[config.mk]
export PLATFORM = sky130hd
export DESIGN_NAME = pipeline_if_stage
export DESIGN_NICKNAME = d
export VERILOG_FILES = /design/src/rtl/pipeline_if_stage_pkg.sv /design/src/rtl/pipeline_next_pc.sv /design/src/rtl/pipeline_if_stage.sv
export SDC_FILE = /design/constraint.sdc
export NUM_CORES = 1
export LEC_CHECK = 0
export ABC_AREA = 1
export BUFFER_PORTS_ARGS = -buffer_cell sky130_fd_sc_hd__buf_2
export CAP_MARGIN = 20
export CELL_PAD_IN_SITES_DETAIL_PLACEMENT = 1
export CELL_PAD_IN_SITES_GLOBAL_PLACEMENT = 1
export CORE_ASPECT_RATIO = 0.8
export CORE_MARGIN = 1
export CORE_UTILIZATION = 45
export CTS_CLUSTER_DIAMETER = 30
export CTS_CLUSTER_SIZE = 12
export DETAILED_ROUTE_END_ITERATION = 12
export PLACE_DENSITY_LB_ADDON = 0.05
export SLEW_MARGIN = 20
export SYNTH_ARGS = -nofsm -noshare
export SYNTH_HDL_FRONTEND = slang
export SYNTH_SLANG_ARGS = --single-unit
[constraint.sdc]
create_clock -name clk -period 4.1 [get_ports clk]
set_input_delay 0.205 -clock clk [delete_from_list [all_inputs] [get_ports clk]]
set_output_delay 0.205 -clock clk [all_outputs]
set_load 0.1 [all_outputs]
[src/rtl/pipeline_if_stage_pkg.sv]
// Shared CPU definitions: fetch-stage state encoding, reset PC, NOP, and the
// opcode/ALU constants that the decode and execute stages also use.
package pipeline_if_stage_pkg;

  typedef enum logic [1:0] {
    ST_FETCH  = 2'd0,
    ST_HOLD   = 2'd1,
    ST_SQUASH = 2'd2
  } if_state_t;

  localparam logic [31:0] RESET_PC_DEFAULT = 32'h0000_0000;
  localparam logic [31:0] NOP              = 32'h0000_0000;

  localparam logic [5:0] OP_RTYPE = 6'h00;
  localparam logic [5:0] OP_J     = 6'h02;
  localparam logic [5:0] OP_JAL   = 6'h03;
  localparam logic [5:0] OP_BEQ   = 6'h04;
  localparam logic [5:0] OP_BNE   = 6'h05;
  localparam logic [5:0] OP_ADDI  = 6'h08;
  localparam logic [5:0] OP_LW    = 6'h23;
  localparam logic [5:0] OP_SW    = 6'h2B;

  localparam logic [3:0] ALU_ADD = 4'h0;
  localparam logic [3:0] ALU_SUB = 4'h1;
  localparam logic [3:0] ALU_AND = 4'h2;
  localparam logic [3:0] ALU_OR  = 4'h3;
  localparam logic [3:0] ALU_SLT = 4'h4;

  // Word-aligned branch displacement from a 16-bit immediate.
  function automatic logic [31:0] branch_offset(input logic [15:0] imm);
    return {{14{imm[15]}}, imm, 2'b00};
  endfunction

endpackage

[src/rtl/pipeline_next_pc.sv]
// Redirect target for the fetch stage: jr, j-type region jump, or PC-relative branch.
module pipeline_next_pc
  import pipeline_if_stage_pkg::*;
(
  input  logic [31:0] pc_plus4,
  input  logic [25:0] instr_index,
  input  logic [31:0] rs_data,
  input  logic        jump,
  input  logic        jump_rs,
  output logic [31:0] target
);

  always_comb begin
    target = pc_plus4 + branch_offset(instr_index[15:0]);
    if (jump_rs) begin
      target = rs_data;
    end else if (jump) begin
      target = {pc_plus4[31:28], instr_index, 2'b00};
    end
  end

endmodule

[src/rtl/pipeline_if_stage.sv]
// Instruction fetch stage: drives the imem request, owns the IF/ID register,
// buffers one word across an ID stall and squashes fetches overtaken by a redirect.
//
//   state  | meaning
//   FETCH  | request at req_addr outstanding; IF/ID loads when it completes
//   HOLD   | ID stalled after a word arrived; word parked in hold_buf, no request
//   SQUASH | redirect hit an incomplete request; finish it, drop data, refetch at pc
module pipeline_if_stage
  import pipeline_if_stage_pkg::*;
#(
  parameter logic [31:0] RESET_PC = RESET_PC_DEFAULT
) (
  input  logic        clk,
  input  logic        rst_n,
  output logic        imem_req,
  output logic [31:0] imem_addr,
  input  logic [31:0] imem_rdata,
  input  logic        imem_ready,
  input  logic        shouldStall,
  input  logic        jump,
  input  logic        jumpRs,
  input  logic        shouldJumpOrBranch,
  input  logic [31:0] id_rs_data,
  output logic [31:0] id_instruction,
  output logic [31:0] id_pc_plus4,
  output logic        id_valid
);

  if_state_t   state;
  logic [31:0] pc;
  logic [31:0] req_addr;
  logic [31:0] hold_buf;
  logic [31:0] target;
  logic [31:0] addr_next;
  logic        redirect;

  // A stall means ID has not resolved its branch yet, so it wins over redirect.
  assign redirect  = shouldJumpOrBranch & ~shouldStall;
  assign addr_next = req_addr + 32'd4;
  assign imem_addr = req_addr;
  assign imem_req  = (state != ST_HOLD);

  pipeline_next_pc u_next_pc (
    .pc_plus4    (id_pc_plus4),
    .instr_index (id_instruction[25:0]),
    .rs_data     (id_rs_data),
    .jump        (jump),
    .jump_rs     (jumpRs),
    .target      (target)
  );

  always_ff @(posedge clk or negedge rst_n) begin
    if (!rst_n) begin
      state          <= ST_FETCH;
      pc             <= RESET_PC;
      req_addr       <= RESET_PC;
      hold_buf       <= NOP;
      id_instruction <= NOP;
      id_pc_plus4    <= RESET_PC;
      id_valid       <= 1'b0;
    end else begin
      case (state)
        ST_FETCH: begin
          if (redirect) begin
            id_instruction <= NOP;
            id_valid       <= 1'b0;
            pc             <= target;
            if (imem_ready) begin
              req_addr <= target;
            end else begin
              state <= ST_SQUASH;
            end
          end else if (shouldStall) begin
            if (imem_ready) begin
              hold_buf <= imem_rdata;
              pc       <= addr_next;
              state    <= ST_HOLD;
            end
          end else if (imem_ready) begin
            id_instruction <= imem_rdata;
            id_pc_plus4    <= addr_next;
            id_valid       <= 1'b1;
            pc             <= addr_next;
            req_addr       <= addr_next;
          end else begin
            // ID moved on but nothing arrived: present a bubble.
            id_instruction <= NOP;
            id_valid       <= 1'b0;
          end
        end
        ST_HOLD: begin
          if (redirect) begin
            id_instruction <= NOP;
            id_valid       <= 1'b0;
            pc             <= target;
            req_addr       <= target;
            state          <= ST_FETCH;
          end else if (!shouldStall) begin
            // pc already equals the buffered word's address + 4.
            id_instruction <= hold_buf;
            id_pc_plus4    <= pc;
            id_valid       <= 1'b1;
            req_addr       <= pc;
            state          <= ST_FETCH;
          end
        end
        ST_SQUASH: begin
          if (imem_ready) begin
            req_addr <= pc;
            state    <= ST_FETCH;
          end
        end
        default: state <= ST_FETCH;
      endcase
    end
  end

endmodule

## Yosys cells after proc, flatten, opt, wreduce, memory -nomap -nowiden

Index checks and enable logic that the tools add are counted.

| storage, ports and cells | value |
|---|---|
| input port bits | 71 |
| register bits after elaboration | 163 |
| logic and storage cells | 74 |

| operators by class | value |
|---|---|
| $add $sub $neg | 2 |
| equality and inequality tests | 17 |
| bitwise logic cells | 3 |
| muxes and demuxes | 36 |
| reduce and logical (&&, ||, !) cells | 9 |

Operator list:

| operator | number |
|---|---|
| $mux 32 | 18 |
| $pmux 32 s2 | 3 |
| $pmux 32 s3 | 1 |
| $add 32x3->32 const B | 1 |
| $add 32x32->32 | 1 |
| $ne 3x3->1 const B | 7 |
| $mux 2 | 7 |
| $ne 2x2->1 const B | 7 |
| $reduce_and 6->1 | 2 |
| $pmux 2 s3 | 1 |
| $reduce_and 3->1 | 2 |
| $mux 1 | 5 |
| $reduce_and 5->1 | 1 |
| $reduce_and 4->1 | 1 |
| $reduce_bool 3->1 | 1 |
| $eq 2x1->1 const B | 1 |
| $eq 2x2->1 const B | 1 |
| $logic_not 2->1 | 1 |
| $ne 2x1->1 const B | 1 |
| $not 1->1 | 2 |
| $pmux 1 s2 | 1 |
| $reduce_bool 2->1 | 1 |
| $and 1x1->1 | 1 |

## Longest topological paths before layout

| logic depth | value |
|---|---|
| depth in word-level cells | 6 |
| gate-level depth with buffers | 19 |

## Hierarchy

Synthesis repeated with hierarchy kept, for this count alone.

| second synthesis, totals | value |
|---|---|
| cell total of the unflattened synthesis | 1825 |
| area total of the unflattened synthesis | 11726.2 sq um |

By module, submodules not included:

| module | instances | area an instance (sq um) | cells each |
|---|---|---|---|
| pipeline_if_stage | 1 | 8858.5 | 1229 |
| pipeline_next_pc | 1 | 2867.8 | 596 |

## Worst setup path after synthesis

OpenSTA, ideal clock, no wires.

| path | value |
|---|---|
| path kind | register to register |
| start | register id_instruction[0] |
| end | register req_addr[8], in the netlist imem_addr[8] |
| arrival | 2878 ps |
| stages on the path, launching flop included | 18 |
| period minus slack after synthesis | 2946 ps |
| slack | 1154 ps |
| required time | 4032 ps |
| path through | dfrtp_1 -> ha_1 -> inv_1 -> fa_1 -> inv_1 -> nand3_1 -> nand3_1 -> nand2_1 -> nand2_1 -> xor2_1 -> nand2_1 -> nand2_1 -> o21ai_0 -> nor2_1 -> inv_1 -> o21ai_0 -> nand3_1 -> nand2_1 |

| between the ends | value |
|---|---|
| longest elaborated chain between the ends | 6 |

RTL lines:

| element | RTL line | text |
|---|---|---|
| from (decl) | pipeline_if_stage.sv:24 | `output logic [31:0] id_instruction,` |
| from (signal assigned) | pipeline_if_stage.sv:80 | `id_instruction <= imem_rdata;` |
| from (signal assigned) | pipeline_if_stage.sv:100 | `id_instruction <= hold_buf;` |
| $add 32x32->32 (*) | pipeline_next_pc.sv:14 | `target = pc_plus4 + branch_offset(instr_index[15:0]);` |
| $mux 32 (*) | pipeline_next_pc.sv:17 | `end else if (jump) begin` |
| $mux 32 (*) | pipeline_next_pc.sv:15 | `if (jump_rs) begin` |
| $mux 32 | pipeline_if_stage.sv:68 | `if (imem_ready) begin` |
| $mux 32 | pipeline_if_stage.sv:64 | `if (redirect) begin` |
| $pmux 32 s3 (*) | pipeline_if_stage.sv:62 | `case (state)` |
| to (signal assigned) | pipeline_if_stage.sv:69 | `req_addr <= target;` |
| to (signal assigned) | pipeline_if_stage.sv:84 | `req_addr <= addr_next;` |
| to (signal assigned) | pipeline_if_stage.sv:96 | `req_addr <= target;` |
| to (decl) | pipeline_if_stage.sv:31 | `logic [31:0] req_addr;` |

Every way passes the cells marked *; elsewhere a longest branch is shown, timed or not. The select of a mux whose other input is x is not followed.
A chain may end at the register's enable or synchronous reset.

## Final worst setup path

| path | value |
|---|---|
| start | register id_instruction[15] |
| end | register req_addr[27], in the netlist imem_addr[27] |

Same word-level chain as after synthesis.

==> load_flow_metrics.sql <==
INSERT INTO impl_metrics (metric_group, metric, value, unit) VALUES
('die', 'core_area', '0.0255', 'mm^2'),
('drt', 'post_drt_wl_per_cell', '20.3', 'um'),
('die', 'rows', '52', ''),
('place', 'post-place-ws', '1240', 'ps'),
('global_route', 'grt_antenna_before_repair', '0', ''),
('drt', 'via_count', '12800', ''),
('logic_synthesis', 'synthDominantCellAreaShare', '34.6', '%'),
('timing', 'max-slew-margin-rel', '28.2', '%'),
('logic_synthesis', 'synth_area_leader_cell', 'sky130_fd_sc_hd__dfrtp_1', ''),
('clock_tree', 'cts_tree', 'done', ''),
('clock_tree', 'tritoncts.num_buffers', '17', ''),
('logic_synthesis', 'synth_cells', '1783', ''),
('timing', 'rsz0062_at_grt', 'no', ''),
('timing', 'timing.fmax', '331', 'MHz'),
('timing', 'setup_slack', '1080', 'ps'),
('critical_path', 'critPathMaxFanout', '18', ''),
('place', 'gp_congestion', '0.946', ''),
('drt', 'met2RoutedLength', '21.6', 'mm'),
('logic_synthesis', 'post_synth_num_cell_types', '53', ''),
('outcome', 'outcome', 'completed', ''),
('clock_tree', 'cts_resized', '0', ''),
('die', 'die_y', '147', 'um'),
('job', 'max_cap_viol_count', '0', ''),
('logic_synthesis', 'sequential_to_total_area_share_from_yosys_stat', '34.6', '%'),
('global_route', 'grt_pass1_wl', '73.7', 'mm'),
('logic_synthesis', 'synth_seq_cells', '163', ''),
('logic_synthesis', 'synth_area', '0.0118', 'mm^2'),
('logic_synthesis', 'synth_ff_type', 'sky130_fd_sc_hd__dfrtp_1', ''),
('clock_tree', 'maximum_buffer_depth_of_the_clock_tree', '2', ''),
('critical_path', 'start_kind', 'register', ''),
('clock_tree', 'cts_htree_levels', '4', ''),
('die', 'floorplan.initialDensity', '46.3', '%'),
('logic_synthesis', 'synth.most_common_cell', 'sky130_fd_sc_hd__nand2_1', ''),
('logic_synthesis', 'synth-async-reset-ratio', '100', '%'),
('layout', 'final_core_util', '53.1', '%'),
('logic_synthesis', 'mean_instance_size_in_the_synthesized_netlist', '6.62', 'um^2'),
('layout', 'num-fill-cells', '3491', ''),
('timing', 'slew_violations', '0', ''),
('layout', 'multi_input_comb_area', '0.00671', 'mm^2'),
('timing', 'finalHoldViolations', '0', ''),
('critical_path', 'critical_path_class', 'register to register', ''),
('critical_path', 'register_to_register_path_setup_slack', '1080', 'ps'),
('drt', 'met3_length', '2.77', 'mm'),
('timing', 'final-setup-viol-count', '0', ''),
('timing', 'fin_setup_tns', '0', 'ps'),
('critical_path', 'crit_chain', 'ha_1 -> nand2_1 -> nor2_1 -> nand2_1 -> nor2_1 -> nand2_1 -> nand3_1 -> nand2_1 -> nand3_1 -> nand2_1 -> nand2_1 -> nand2_1 -> nand2_1 -> nand2_1 -> nand3_1 -> nand2_1', ''),
('global_route', 'grt_overflow_total', '0', ''),
('layout', 'finalNetCount', '2017', ''),
('layout', 'number_of_antenna_diodes', '0', ''),
('clock_tree', 'clockRootBuffer', 'sky130_fd_sc_hd__clkbuf_16', ''),
('worst_hold_path', 'worstHoldPathType', 'primary input to register', ''),
('timing', 'post-route-min-period', '3020', 'ps'),
('drt', 'drt_pass1_iterations', '5', ''),
('layout', 'layout.area.seq', '0.00408', 'mm^2'),
('critical_path', 'worst_path_most_repeated_cell', 'sky130_fd_sc_hd__nand2_1', ''),
('critical_path', 'worst_ep_required_time', '4440', 'ps'),
('die', 'floorplan.io_pins', '169', ''),
('die', 'die_area', '0.0269', 'mm^2'),
('logic_synthesis', 'synthTopCellsByCount', '610 x sky130_fd_sc_hd__nand2_1, 172 x sky130_fd_sc_hd__inv_1, 163 x sky130_fd_sc_hd__dfrtp_1', ''),
('clock_tree', 'path_clk_slew', '70', 'ps'),
('clock_tree', 'cts-hold-fix-buffers', '8', ''),
('critical_path', 'timing.critical_path.arrival', '3360', 'ps'),
('critical_path', 'cp-end-kind', 'register', ''),
('timing', 'layout_worst_path_cycle_share', '73.7', '%'),
('place', 'port_buffers', '168', ''),
('timing', 'skew', '13.6', 'ps'),
('drt', 'met1Wirelength', '20.7', 'mm'),
('timing', 'final_hold_slack', '6.73', 'ps'),
('logic_synthesis', 'netlist_top_cells_area', 'sky130_fd_sc_hd__dfrtp_1 35%, sky130_fd_sc_hd__nand2_1 19%, sky130_fd_sc_hd__nand3_1 6.4%, sky130_fd_sc_hd__inv_1 5.5%, sky130_fd_sc_hd__a21oi_1 5.4%', ''),
('place', 'dp_hpwl', '33.2', 'mm'),
('global_route', 'grt_max_degree', '93', '');
## stage by stage
step                instance area [um^2]  std cells
floorplan                          11800       1783
global placement                   12900       2236
detailed placement                 12900       2236
CTS                                13500       2275
global route                       13500       2275
finish                             13500       2275
## final timing paths
path                               startpoint             to  cells after the start
min in group asynchronous               rst_n   hold_buf[14]                      2
min                            imem_rdata[17]   hold_buf[17]                      3
min reg2reg                      hold_buf[17]   hold_buf[17]                      2
max reg2reg                id_instruction[15]  imem_addr[27]                     16
max                        id_instruction[15]  imem_addr[27]                     16
max in group asynchronous               rst_n    hold_buf[3]                      3
## routing by layer
metal,GRT usage (%),vias to the layer above
met5,0,-
met4,11.5,0
met3,5.92,74
met2,56.4,388
met1,48.6,6299
li1,-,6043
## flip-flops by register name, summed over array words and instances (netlist names)
| name | cells |
|---|---|
| id_valid | 1 |
| pc | 32 |
| hold_buf | 32 |
| imem_addr | 32 |
| id_instruction | 32 |
| state | 2 |
| id_pc_plus4 | 32 |
## final cells by class
| cell class | count | share of cell area, % |
|---|---|---|
| Sequential cell | 163 | 30.1 |
| Clock inverter | 12 | 1.06 |
| Timing Repair Buffer | 193 | 7.78 |
| Multi-Input combinational cell | 1356 | 49.5 |
| Clock buffer | 19 | 3.27 |
| Inverter | 181 | 5.01 |
| Tap cell | 351 | 3.24 |
## logic make-up (layout without fill, tap and decap cells)
group	count (synthesis)	count (layout)	share of synthesized area, %
multiplexers	6	6	0.573
adder cells (fa/ha/maj)	34	34	3.67
buffers and inverters	264	405	8.76
XOR/XNOR	35	35	2.79
AO/OA/AOI/OAI	323	323	14.9
AND/OR/NAND/NOR	958	958	34.8
flip-flops	163	163	34.6
## critical path, delay by kind of cell (launching register included)
| family | cells | cell delay, ps |
|---|---|---|
| simple gates | 15 | 1730 |
| flops | 1 | 660 |
| fa+ha+maj | 1 | 520 |
## placed cells by master (no fill, tap or decap), types with 6 or more instances in the layout
master	Yosys	layout
sky130_fd_sc_hd__inv_2	6	6
sky130_fd_sc_hd__dfrtp_1	163	163
sky130_fd_sc_hd__nor2_1	132	129
sky130_fd_sc_hd__nand2_1	610	610
sky130_fd_sc_hd__mux2_2	6	6
sky130_fd_sc_hd__o211ai_1	11	11
sky130_fd_sc_hd__a21oi_1	127	127
sky130_fd_sc_hd__inv_1	172	172
sky130_fd_sc_hd__or2_2	13	13
sky130_fd_sc_hd__buf_4	1	17
sky130_fd_sc_hd__dlygate4sd3_1	0	8
sky130_fd_sc_hd__xor2_1	22	22
sky130_fd_sc_hd__o21ai_1	13	13
sky130_fd_sc_hd__buf_2	8	167
sky130_fd_sc_hd__o21ai_0	115	115
sky130_fd_sc_hd__nor2_4	5	7
sky130_fd_sc_hd__nand3_1	150	150
sky130_fd_sc_hd__a31oi_1	33	33
sky130_fd_sc_hd__ha_1	33	32
sky130_fd_sc_hd__nor3_1	9	8
sky130_fd_sc_hd__xnor2_1	10	10
sky130_fd_sc_hd__clkbuf_16	0	17
sky130_fd_sc_hd__nand4_1	9	9
Power is not shown: default switching activity piles up to over one toggle a cycle in this logic, so the estimate is an artifact.
